===== src/rtl/rep_window_scheduler.sv =====
// Round-robin window scheduler sharing one repetition engine between NUM_REQ streams.
// Optional idle timeout in RUN is compiled in with `define REP_SCHED_TIMEOUT_EN.
module rep_window_scheduler #(
    parameter int NUM_REQ      = 4,
    parameter int FIELD_SIZE   = 16,
    parameter int MAX_WIN_LOG2 = 10,
    parameter int DRAIN_CYCLES = 2,
    parameter int TIMEOUT      = 256
) (
    input  logic                                 sys_clk,
    input  logic                                 reset_n,
    input  logic [NUM_REQ-1:0]                   req_valid,
    input  logic [NUM_REQ*FIELD_SIZE-1:0]        req_field,
    output logic [NUM_REQ-1:0]                   req_ready,
    input  logic                                 cfg_enable,
    input  logic [$clog2(MAX_WIN_LOG2+1)-1:0]    cfg_win_log2,
    input  logic [FIELD_SIZE-1:0]                cfg_threshold,
    output logic                                 eng_valid,
    output logic [FIELD_SIZE-1:0]                eng_field,
    output logic                                 eng_clear,
    input  logic [FIELD_SIZE-1:0]                eng_rep_rate,
    output logic                                 res_valid,
    output logic [$clog2(NUM_REQ)-1:0]           res_id,
    output logic [FIELD_SIZE-1:0]                res_count,
    output logic                                 res_found,
    output logic                                 res_partial
);

    localparam int ID_W    = $clog2(NUM_REQ);
    localparam int LOG_W   = $clog2(MAX_WIN_LOG2 + 1);
    localparam int CNT_W   = MAX_WIN_LOG2 + 1;
    localparam int DRAIN_W = $clog2(DRAIN_CYCLES + 1);

    if (NUM_REQ < 2 || DRAIN_CYCLES < 1 || TIMEOUT < 1) begin : g_bad_cfg
        $error("rep_window_scheduler: illegal parameter combination");
    end

    typedef enum logic [1:0] {
        S_IDLE  = 2'd0,
        S_RUN   = 2'd1,
        S_DRAIN = 2'd2
    } state_t;

    state_t                  state_q, state_d;
    logic [ID_W-1:0]         owner_q, owner_d;
    logic [ID_W-1:0]         rr_q, rr_d;
    logic [CNT_W-1:0]        win_last_q, win_last_d;
    logic [CNT_W-1:0]        cnt_q, cnt_d;
    logic [DRAIN_W-1:0]      drain_q, drain_d;
    logic                    partial_q, partial_d;
    logic                    eng_valid_q, eng_valid_d;
    logic [FIELD_SIZE-1:0]   eng_field_q, eng_field_d;
    logic                    eng_clear_q, eng_clear_d;
    logic                    res_valid_q, res_valid_d;
    logic [ID_W-1:0]         res_id_q, res_id_d;
    logic [FIELD_SIZE-1:0]   res_count_q, res_count_d;
    logic                    res_found_q, res_found_d;
    logic                    res_partial_q, res_partial_d;

    logic [2*NUM_REQ-1:0]    rot_s;
    logic [ID_W-1:0]         grant_s;
    logic [ID_W-1:0]         rr_next_s;
    logic [LOG_W-1:0]        log_eff_s;
    logic [FIELD_SIZE-1:0]   owner_field_s;
    logic                    xfer_s;
    logic                    last_s;
    logic                    capture_s;
    logic                    timeout_s;

    assign rot_s         = {req_valid, req_valid} >> rr_q;
    assign rr_next_s     = (owner_q == ID_W'(NUM_REQ - 1)) ? {ID_W{1'b0}} : owner_q + ID_W'(1);
    assign log_eff_s     = (cfg_win_log2 > LOG_W'(MAX_WIN_LOG2)) ? LOG_W'(MAX_WIN_LOG2) : cfg_win_log2;
    assign owner_field_s = req_field[owner_q*FIELD_SIZE +: FIELD_SIZE];
    assign xfer_s        = (state_q == S_RUN) & req_valid[owner_q];
    assign last_s        = xfer_s & (cnt_q == win_last_q);
    assign capture_s     = (state_q == S_DRAIN) & (drain_q == DRAIN_W'(DRAIN_CYCLES - 1));

`ifdef REP_SCHED_TIMEOUT_EN
    localparam int TO_W = $clog2(TIMEOUT + 1);
    logic [TO_W-1:0] idle_q, idle_d;

    assign timeout_s = (state_q == S_RUN) & ~xfer_s & (idle_q == TO_W'(TIMEOUT - 1));
    assign idle_d    = (state_q == S_RUN && !xfer_s) ? idle_q + TO_W'(1) : {TO_W{1'b0}};

    // Idle-cycle counter for the forced close of a stalled window
    always_ff @(posedge sys_clk or negedge reset_n) begin
        if (!reset_n) begin
            idle_q <= {TO_W{1'b0}};
        end else begin
            idle_q <= idle_d;
        end
    end
`else
    assign timeout_s = 1'b0;
`endif

    // First valid requester at or after the round-robin pointer; lowest offset wins
    always_comb begin
        int pos;
        grant_s = rr_q;
        for (int k = NUM_REQ - 1; k >= 0; k--) begin
            pos     = (int'(rr_q) + k >= NUM_REQ) ? int'(rr_q) + k - NUM_REQ : int'(rr_q) + k;
            grant_s = rot_s[k] ? ID_W'(pos) : grant_s;
        end
    end

    // State and output registers
    always_ff @(posedge sys_clk or negedge reset_n) begin
        if (!reset_n) begin
            state_q       <= S_IDLE;
            owner_q       <= {ID_W{1'b0}};
            rr_q          <= {ID_W{1'b0}};
            win_last_q    <= {CNT_W{1'b0}};
            cnt_q         <= {CNT_W{1'b0}};
            drain_q       <= {DRAIN_W{1'b0}};
            partial_q     <= 1'b0;
            eng_valid_q   <= 1'b0;
            eng_field_q   <= {FIELD_SIZE{1'b0}};
            eng_clear_q   <= 1'b0;
            res_valid_q   <= 1'b0;
            res_id_q      <= {ID_W{1'b0}};
            res_count_q   <= {FIELD_SIZE{1'b0}};
            res_found_q   <= 1'b0;
            res_partial_q <= 1'b0;
        end else begin
            state_q       <= state_d;
            owner_q       <= owner_d;
            rr_q          <= rr_d;
            win_last_q    <= win_last_d;
            cnt_q         <= cnt_d;
            drain_q       <= drain_d;
            partial_q     <= partial_d;
            eng_valid_q   <= eng_valid_d;
            eng_field_q   <= eng_field_d;
            eng_clear_q   <= eng_clear_d;
            res_valid_q   <= res_valid_d;
            res_id_q      <= res_id_d;
            res_count_q   <= res_count_d;
            res_found_q   <= res_found_d;
            res_partial_q <= res_partial_d;
        end
    end

    // Window sequencing: grant, sample counting, drain countdown
    always_comb begin
        state_d    = state_q;
        owner_d    = owner_q;
        rr_d       = rr_q;
        win_last_d = win_last_q;
        cnt_d      = cnt_q;
        drain_d    = drain_q;
        partial_d  = partial_q;
        case (state_q)
            S_IDLE: begin
                if (cfg_enable && (|req_valid)) begin
                    state_d    = S_RUN;
                    owner_d    = grant_s;
                    win_last_d = (CNT_W'(1) << log_eff_s) - CNT_W'(1);
                    cnt_d      = {CNT_W{1'b0}};
                    partial_d  = 1'b0;
                end else begin
                    state_d = S_IDLE;
                end
            end
            S_RUN: begin
                if (xfer_s) begin
                    cnt_d = cnt_q + CNT_W'(1);
                    if (last_s) begin
                        state_d = S_DRAIN;
                        drain_d = {DRAIN_W{1'b0}};
                    end else begin
                        state_d = S_RUN;
                    end
                end else if (timeout_s) begin
                    if (cnt_q != {CNT_W{1'b0}}) begin
                        state_d   = S_DRAIN;
                        drain_d   = {DRAIN_W{1'b0}};
                        partial_d = 1'b1;
                    end else begin
                        // Nothing was forwarded: give the slot away without a result
                        state_d = S_IDLE;
                        rr_d    = rr_next_s;
                    end
                end else begin
                    state_d = S_RUN;
                end
            end
            S_DRAIN: begin
                if (capture_s) begin
                    state_d = S_IDLE;
                    rr_d    = rr_next_s;
                end else begin
                    drain_d = drain_q + DRAIN_W'(1);
                end
            end
            default: begin
                state_d = S_IDLE;
            end
        endcase
    end

    // Engine strobes, result capture and the owner's ready
    always_comb begin
        req_ready = {NUM_REQ{1'b0}};
        if (state_q == S_RUN) begin
            req_ready[owner_q] = 1'b1;
        end else begin
            req_ready = {NUM_REQ{1'b0}};
        end
        eng_valid_d   = xfer_s;
        eng_field_d   = xfer_s ? owner_field_s : eng_field_q;
        eng_clear_d   = last_s | (timeout_s & (cnt_q != {CNT_W{1'b0}}));
        res_valid_d   = capture_s;
        res_id_d      = capture_s ? owner_q : res_id_q;
        res_count_d   = capture_s ? eng_rep_rate : res_count_q;
        res_found_d   = capture_s ? (eng_rep_rate >= cfg_threshold) : res_found_q;
        res_partial_d = capture_s ? partial_q : res_partial_q;
    end

    assign eng_valid   = eng_valid_q;
    assign eng_field   = eng_field_q;
    assign eng_clear   = eng_clear_q;
    assign res_valid   = res_valid_q;
    assign res_id      = res_id_q;
    assign res_count   = res_count_q;
    assign res_found   = res_found_q;
    assign res_partial = res_partial_q;

endmodule


===== config.mk =====
export PLATFORM = sky130hd
export DESIGN_NAME = rep_window_scheduler
export DESIGN_NICKNAME = d
export VERILOG_FILES = /design/src/rtl/rep_window_scheduler.sv
export SDC_FILE = /design/constraint.sdc
export NUM_CORES = 1
export LEC_CHECK = 0
export ABC_AREA = 0
export CAP_MARGIN = 20
export CORE_MARGIN = 5
export CORE_UTILIZATION = 40
export DETAILED_ROUTE_END_ITERATION = 16
export PLACE_DENSITY = 0.74
export SYNTH_ARGS = -nofsm -noshare
export SYNTH_HDL_FRONTEND = slang
export SYNTH_SLANG_ARGS = --single-unit

===== constraint.sdc =====
create_clock -name sys_clk -period 1.7 [get_ports sys_clk]
set_input_delay 0.17 -clock sys_clk [delete_from_list [all_inputs] [get_ports sys_clk]]
set_output_delay 0.17 -clock sys_clk [all_outputs]
set_load 0.01 [all_outputs]

==> qor.csv, run 1 <==
metric;value;unit
outcome;finished with violations;
failing checks;negative setup slack;
Leak;2.77;nW
Power Total;0.00708;W
synthesized flop and latch total;68;
final hold viol count;0;
Yosys Warn Count;0;
Final Worst Setup Slack;-0.0604;ns
die area;11700;um2
CP max FO;7;
number of global-route vias before repair;3800;
Via density;4.93;
Antenna Cells;0;
Root Driver;clkbuf_8;
VDD IR-drop max;0.000522;V
CP Class;reg -> reg;
Yosys top cell area share;44.3;%
Distinct cells, synth;44;
Yosys top cell by area;dfrtp_1;
clock sinks;68;
Primary FF master, synth;dfrtp_1;
via count;3568;
layout overhead on the synthesized area;55.4;%
Fmax;0.568;GHz
Die X;108;um
area of the core;9280;um2
Starting Density;41.3;%
Die Y;108;um
period utilization;104;%
Avg WL per Cell;15.1;um
initial antenna violation count;0;
Detailed Route WL;10900;um
Worst Hold Class;in -> async;
Clock Skews;0.00516;ns
router iterations before antenna repair;4;
Sum Neg Setup Slack;-0.102;ns
Num CTS Buffers;9;
Pwr Density;1190;nW/um2
Setup crit end kind;register;
clock buffer depth;2;
CP startpoint kind;register;
Post-synth EDFFs;0;
CP arrival;1.97;ns
sequential element share of the synthesized area;44.3;%
max cap viols;0;
NumNets Final;721;
ranking of synthesized cells by area;dfrtp_1 44%, nand2_1 12%, mux4_2 10%, ha_1 7.5%, xor2_1 3.4%;
Tmin final;1.76;ns
ys async rst share;100;%
pin count of the biggest net entering global routing;69;
htree depth;3;
clock latency on the worst-skew pair;0.34;ns
Setup-failing EPs final;5;
Mapped Area;3840;um2
CTS tree;done;
num rows;35;
Synth Area per Inst;9.52;um2
RSZ-0062 raised after global routing;true;
DR iter-0 viols;85;
antenna-violating nets left;0;
WHS;0.346;ns
DRC;0;
number of port buffers;148;
GRT overflow;0;
max-slew violation count;0;
first-pass GRT wire length;17900;um
Clock transition at path regs;0.07;ns
gr usage total;19.3;%
pre-CTS setup slack;-0.360;ns
Ports;150;
share of layout cells above drive strength 1;15.5;%
WP data required;1.91;ns
RePlAce Congestion;0.873;
dpl hpwl;8630;um
Syn Inst Count;403;
syn_nets;533;
-- power breakdown --
| group | internal, W | switching [W] | leakage [nW] | total, W |
|---|---|---|---|---|
| Sequential | 0.00207 | 0.000329 | 0.823 | 0.00240 |
| Clock | 0.000599 | 0.000596 | 0.0893 | 0.00119 |
| Combinational | 0.00189 | 0.00159 | 1.86 | 0.00348 |
| Total | 0.00456 | 0.00251 | 2.77 | 0.00708 |
-- logic make-up after synthesis --
family | synth area share (%)
buffers and inverters | 4.92
flip-flops | 44.3
other | 0.0977
AND/OR/NAND/NOR | 20.6
AO/OA/AOI/OAI | 7.76
multiplexers | 10.9
adder cells (fa/ha/maj) | 7.50
XOR/XNOR | 3.88
-- synth_stat cells, types with 2 or more instances --
library cell / number
nor4_1: 3
a211oi_1: 2
nand3_1: 12
nand4_1: 8
a21o_1: 2
ha_1: 23
o21ai_0: 20
o22ai_1: 3
inv_1: 25
xor2_1: 15
xnor2_1: 2
nand3b_1: 3
clkbuf_1: 4
buf_2: 8
o211ai_1: 2
and3_1: 4
o31ai_1: 2
nand2_1: 119
or3b_2: 2
a21oi_1: 9
or3_1: 3
a22oi_1: 2
and2_1: 4
nor2_1: 16
nor3_1: 4
buf_4: 2
a31oi_1: 4
dfrtp_1: 68
mux4_2: 17
-- final timing paths --
check | slack (ns) | start | end | cells past startpoint
worst max-delay path | -0.06 | owner_q[0] | cnt_q[5] | 7
worst min-delay path | 0.35 | reset_n | res_count[12] | 3
worst max register to register | -0.06 | owner_q[0] | cnt_q[5] | 7
worst min register to register | 0.48 | eng_field[13] | eng_field[13] | 2
max in group asynchronous | 0.99 | reset_n | owner_q[0] | 3
min in group sys_clk | 0.40 | eng_rep_rate[12] | res_count[12] | 3
-- area by class of cell --
type                       count  area (um2)
clock inverter                 2        10.0
timing repair buffer         193        1840
sequential                    68        1700
inverter                      27         106
clock buffer                  13         159
fill                         768        3320
tap                          129         161
multi-input combinational    292        1980
-- routing by layer --
metal  wire, um  up-vias  GRT usage, %  part of all wire, %
met2       5890       99          34.8                   54
met4        149        0          5.59                  1.4
met3        675       12          6.39                  6.2
met5          0        -             0                    0
met1       4220     1705          21.9                   39
li1           -     1752             -                    -
-- stage by stage --
stage	utilization, %	instances	area (um2)
global placement	60.9	698	5660
CTS	63.6	720	5900
floorplan	-	403	3840
detailed placement	60.9	698	5660
finish	64.2	724	5960
global route	64.2	724	5960
-- critical path: stages (launching register included) --
cell     delay [ns]
dfrtp_2        0.40
buf_6          0.12
mux4_2         0.53
nand2_4        0.12
inv_6          0.05
mux2_4         0.29
nand2_2        0.06
o31ai_1        0.06
-- state kept, by name (all words and copies together) (netlist names) --
register,flops
eng_clear,1
res_valid,1
rr_q,2
drain_q,2
eng_valid,1
res_found,1
state_q,2
owner_q,2
win_last_q,11
eng_field,16
res_id,2
cnt_q,11
res_count,16
-- repair_timing --
item                                   CTS  global route
buffers inserted                         6             4
pin swaps                                6             9
gates resized for setup                 17            14
setup endpoints to repair                9            29
hold buffers                             1             0
endpoints found under the hold margin   68             0
-- cell usage in the layout, fill, tap and decap left out, drive strengths merged, types with 8 or more instances in the layout --
cell type and count:
a21oi 9, nor2 16, nand2 120, inv 26
dfrtp 68, clkbuf 14, clkdlybuf4s50 143, mux4 17
nand3 12, nand4 8, buf 46, ha 23
o21ai 20, xor2 15
(Power assumes the default switching activity.)
==> run 2, diff against run 1 <==
--- a/config.mk
+++ b/config.mk
@@ -5,8 +5,7 @@
 export SDC_FILE = /design/constraint.sdc
 export NUM_CORES = 1
 export LEC_CHECK = 0
-export ABC_AREA = 0
-export CAP_MARGIN = 20
+export CAP_MARGIN = 40
 export CORE_MARGIN = 5
 export CORE_UTILIZATION = 40
 export DETAILED_ROUTE_END_ITERATION = 16
==> results of run 2 <==
The final DEF is identical to that of run 1; final timing and power are the same.
